### config.mk
export PLATFORM = sky130hd
export DESIGN_NAME = tdes_ctrl
export DESIGN_NICKNAME = d
export VERILOG_FILES = /design/src/rtl/tdes_ctrl.sv
export SDC_FILE = /design/constraint.sdc
export NUM_CORES = 1
export LEC_CHECK = 0
export CORE_MARGIN = 2
export CORE_UTILIZATION = 35
export CTS_BUF_LIST = sky130_fd_sc_hd__clkbuf_4 sky130_fd_sc_hd__clkbuf_8
export DETAILED_ROUTE_END_ITERATION = 6
export PLACE_DENSITY_LB_ADDON = 0.15
export RECOVER_POWER = 100
export SLEW_MARGIN = 15
export SYNTH_ARGS = -nofsm -noshare
export SYNTH_HDL_FRONTEND = slang
export SYNTH_SLANG_ARGS = --single-unit
### constraint.sdc
create_clock -name clk_i -period 1.4 [get_ports clk_i]
set_input_delay 0.28 -clock clk_i [delete_from_list [all_inputs] [get_ports clk_i]]
set_output_delay 0.28 -clock clk_i [all_outputs]
set_load 0.05 [all_outputs]
### src/rtl/tdes_ctrl.sv
// rtl/tdes_ctrl.sv - Triple-DES EDE sequencer driving one shared single-DES core.
// Runs three guarded passes per block and returns the result with a one-cycle strobe.
module tdes_ctrl #(
  parameter int WATCHDOG = 64
) (
  input  logic        clk_i,
  input  logic        reset_i,
  input  logic        mode_i,
  input  logic [0:63] key1_i,
  input  logic [0:63] key2_i,
  input  logic [0:63] key3_i,
  input  logic [0:63] data_i,
  input  logic        valid_i,
  output logic        ready_o,
  output logic [0:63] data_o,
  output logic        valid_o,
  output logic        err_o,
  output logic        des_mode_o,
  output logic [0:63] des_key_o,
  output logic [0:63] des_data_o,
  output logic        des_valid_o,
  input  logic [0:63] des_data_i,
  input  logic        des_valid_i
);

  localparam logic [7:0] WD_LIMIT = 8'(WATCHDOG);

  typedef enum logic [1:0] {IDLE, PASS1, PASS2, PASS3} state_t;

  state_t      state, state_nxt;
  logic        mode_r;
  logic [0:63] key1_r, key2_r, key3_r;
  logic        issue_r;
  logic [7:0]  wd_cnt;
  logic        accept, done, timeout;

  assign ready_o     = (state == IDLE);
  assign des_valid_o = issue_r;
  assign accept      = valid_i && ready_o;
  // The core's strobe only counts after the issue cycle; completion beats timeout.
  assign done        = (state != IDLE) && !issue_r && des_valid_i;
  assign timeout     = (state != IDLE) && !issue_r && !des_valid_i && (wd_cnt == WD_LIMIT);

  always_ff @(posedge clk_i or negedge reset_i) begin
    if (!reset_i) state <= IDLE;
    else          state <= state_nxt;
  end

  always_comb begin
    state_nxt = state;
    case (state)
      IDLE:    if (accept) state_nxt = PASS1;
      PASS1:   if (done) state_nxt = PASS2; else if (timeout) state_nxt = IDLE;
      PASS2:   if (done) state_nxt = PASS3; else if (timeout) state_nxt = IDLE;
      PASS3:   if (done || timeout) state_nxt = IDLE;
      default: state_nxt = IDLE;
    endcase
  end

  always_ff @(posedge clk_i or negedge reset_i) begin
    if (!reset_i) begin
      mode_r     <= 1'b0;
      key1_r     <= '0;
      key2_r     <= '0;
      key3_r     <= '0;
      issue_r    <= 1'b0;
      wd_cnt     <= '0;
      data_o     <= '0;
      valid_o    <= 1'b0;
      err_o      <= 1'b0;
      des_mode_o <= 1'b0;
      des_key_o  <= '0;
      des_data_o <= '0;
    end else begin
      issue_r <= 1'b0;
      valid_o <= 1'b0;
      err_o   <= 1'b0;
      if (state != IDLE) wd_cnt <= wd_cnt + 8'd1;

      if (accept) begin
        mode_r     <= mode_i;
        key1_r     <= key1_i;
        key2_r     <= key2_i;
        key3_r     <= key3_i;
        des_mode_o <= mode_i;
        des_key_o  <= mode_i ? key3_i : key1_i;
        des_data_o <= data_i;
        issue_r    <= 1'b1;
        wd_cnt     <= '0;
      end

      // EDE order: encrypt E(K1) D(K2) E(K3); decrypt D(K3) E(K2) D(K1).
      if (done && state == PASS1) begin
        des_mode_o <= ~mode_r;
        des_key_o  <= key2_r;
        des_data_o <= des_data_i;
        issue_r    <= 1'b1;
        wd_cnt     <= '0;
      end

      if (done && state == PASS2) begin
        des_mode_o <= mode_r;
        des_key_o  <= mode_r ? key1_r : key3_r;
        des_data_o <= des_data_i;
        issue_r    <= 1'b1;
        wd_cnt     <= '0;
      end

      if (done && state == PASS3) begin
        data_o  <= des_data_i;
        valid_o <= 1'b1;
      end

      if (timeout) err_o <= 1'b1;
    end
  end

endmodule

==> impl_metrics.json <==
{
  "cp_max_fo": 20,
  "wl_per_cell_um": 21.3,
  "dp.cells": 2919,
  "grt_max_degree": 81,
  "synth_flop_cell": "dfrtp_1",
  "fin_worst_skew_ps": 25.0,
  "syn_to_final_growth_pct": 71.5,
  "crit_family": "buffers and inverters",
  "dp_hpwl_mm": 44.3,
  "start_kind": "flip-flop",
  "drive_above_1_share_pct": 28.9,
  "hold_viol_final": 0,
  "root_buffer": "clkbuf_8",
  "syn_area_mm2": 0.0175,
  "maxCapViolCount": 0,
  "grt_pass1_vias": 16600,
  "yosysSeqAreaShare_pct": 57.1,
  "rsz0062_at_grt": "true",
  "endpoint_kind": "flip-flop",
  "relSlewSlack_pct": 54.9,
  "grt_overflow": 0,
  "cp.required_ps": 1910,
  "drt_wl_total_mm": 66.6,
  "hold_class": "in2reg",
  "cts_made_buffers": 73,
  "clock_sinks": 399,
  "start_util_pct": 35.6,
  "final_nets": 2734,
  "crit_type": "reg2reg",
  "io_buffers": 521,
  "status": "finished, violations left",
  "grt_use_total_pct": 25.0,
  "netlist_instances": 1734,
  "setup_viol": 735,
  "fmax_mhz": 549,
  "power.density_cell_area_mw_per_mm2": 2610,
  "place_congestion": 0.834,
  "htreeDepth": 3,
  "ys_types": 41,
  "avgSynthCellArea_um2": 10.1,
  "drt-vias-per-instance": 5.02,
  "cp_data_arrival_time_ps": 2340,
  "p_leak_uw": 0.0138,
  "coreArea_mm2": 0.0492,
  "synth-edff-count": 0,
  "synth-seq-cells": 399,
  "ant_nets": 0,
  "rows": 81,
  "fp.dieW_um": 228,
  "crit_chain": "buf_6, nor3b_4, buf_12, a21oi_4, buf_12, a222oi_1, nand2_1",
  "cts_tree": "done",
  "final_cell_mix": "644 x nand2_1, 395 x dfrtp_1, 322 x clkdlybuf4s50_1, 243 x buf_12, 137 x mux2i_1",
  "drv_slew": 0,
  "layout_commonest_cell": "nand2_1",
  "ctsLongestPathBuffers": 3,
  "synth_warnings": 0,
  "final_cells": 3128,
  "cp_slowest_stage_delay_ps": 420,
  "drtIter0Drc": 1033,
  "grt_pass1_wl_mm": 98.0,
  "p_total_uw": 78400,
  "finalCritPeriodShare_pct": 130,
  "timing.final.crit_period_ps": 1820,
  "drc": 0,
  "fp.dieH_um": 228,
  "via_count": 15700,
  "async_flop_share_pct": 100,
  "ios": 522,
  "clkTransAtPathRegs_ps": 60,
  "finalWorstSetupSlack_ps": -422,
  "worst_pin_slew_ps": 677,
  "vdd_ir_drop_max_mv": 1.77,
  "timing.critical_path.buf_inv": 3,
  "failed_checks": "setup timing",
  "crit_top_cell": "buf_12",
  "drt_pre_antenna_iters": 5,
  "fin_setup_tns_ps": -138630,
  "clk_latency_ps": 650,
  "antenna_found_initial": 12,
  "worst_path_max_delay_cell": "dfrtp_2",
  "dieArea_mm2": 0.0518,
  "syn_nets": 2061
}
## state kept, by name, summed over array words and instances (netlist names), 2 cells and up
| signal | flops |
|---|---|
| des_data_o | 64 |
| key3_r | 64 |
| data_o | 64 |
| wd_cnt | 8 |
| des_key_o | 64 |
| state | 2 |
| key2_r | 64 |
| key1_r | 64 |
## cell families after synthesis
logic type | Yosys count | share of synthesized area (%)
AOI/OAI and AO/OA | 206 | 7.92
DFF | 399 | 57.1
and+or+nand+nor | 772 | 17.4
muxes | 226 | 13.5
adders and majority gates | 2 | 0.143
buffers and inverters | 124 | 3.67
xor gates and xnor gates | 5 | 0.250
## per-stage QoR
step / utilization, % / area [µm²] / setup WS, ps / hold WS, ps
2_1_floorplan: - / 17800 / -213 / -15.6
3_3_place_gp: 53.5 / 26300 / -586 / 146
3_5_place_dp: 53.5 / 26300 / -620 / 144
4_1_cts: 59.2 / 29100 / -445 / 37.0
5_1_grt: 61.0 / 30000 / -504 / 106
6_report: 61.0 / 30000 / -422 / 131
## tightest hold or removal path, stage by stage
cell and delay (ps):
buf_4 150, buf_12 160, nand2_1 60, nand2_1 40
## layout make-up
class	count	area, µm²
fillers	3959	19100
repair buffers	718	10100
flip-flops and latches	399	9990
multi-input cells	1211	7580
clock buffers	117	1420
well taps	664	831
clock inverters	9	80.1
inverters	4	17.5
diodes	6	15.0
## Yosys cell counts, drive strengths merged (4+ instances only)
cell,number,area [µm²]
o211ai,20,150
mux2i,142,1420
a222oi,20,200
nand2,724,2720
nand2b,21,131
o21ai,57,285
inv,4,15.0
o221ai,44,385
a21oi,50,254
nand4,4,25.0
xor2,5,43.8
nor2,8,32.5
dfrtp,399,9980
mux2,84,946
clkbuf,41,154
a22oi,11,82.6
buf,79,473
## what timing repair did
| item | in CTS | in global routing |
|---|---|---|
| buffers inserted | 24 | 28 |
| gates cloned | 23 | 10 |
| resized for setup | 122 | 181 |
| pin swaps | 38 | 124 |
| hold buffers | 1 | 0 |
| endpoints found under the hold margin | 399 | 0 |
| endpoints found under the setup margin | 595 | 595 |
## final timing paths
check	from	end	slack [ps]	depth (start not counted)
worst min-delay path	mode_i	mode_r	130	4
max in group asynchronous	reset_i	key2_r[59]	-90	4
worst max register to register	state[0]	des_key_o[30]	-420	7
worst min register to register	key1_r[43]	key1_r[43]	460	2
worst max-delay path	state[0]	des_key_o[30]	-420	7
min in group asynchronous	reset_i	des_key_o[21]	210	2
## where the power goes
part           switching, µW  internal (µW)  total, µW
Combinational          22800          21900      44700
Sequential              4940          17200      22200
Clock                   4940           6580      11500
Total                  32700          45700      78400
## layer usage
layer / track usage (%) / up-vias / part of all wire (%)
li1: - / 7214 / -
met3: 8.92 / 127 / 8.8
met5: 0 / - / 0.14
met1: 29.4 / 7760 / 38
met2: 41.8 / 597 / 50
met4: 9.34 / 14 / 3.2
Power figures use the tool's default switching activity.
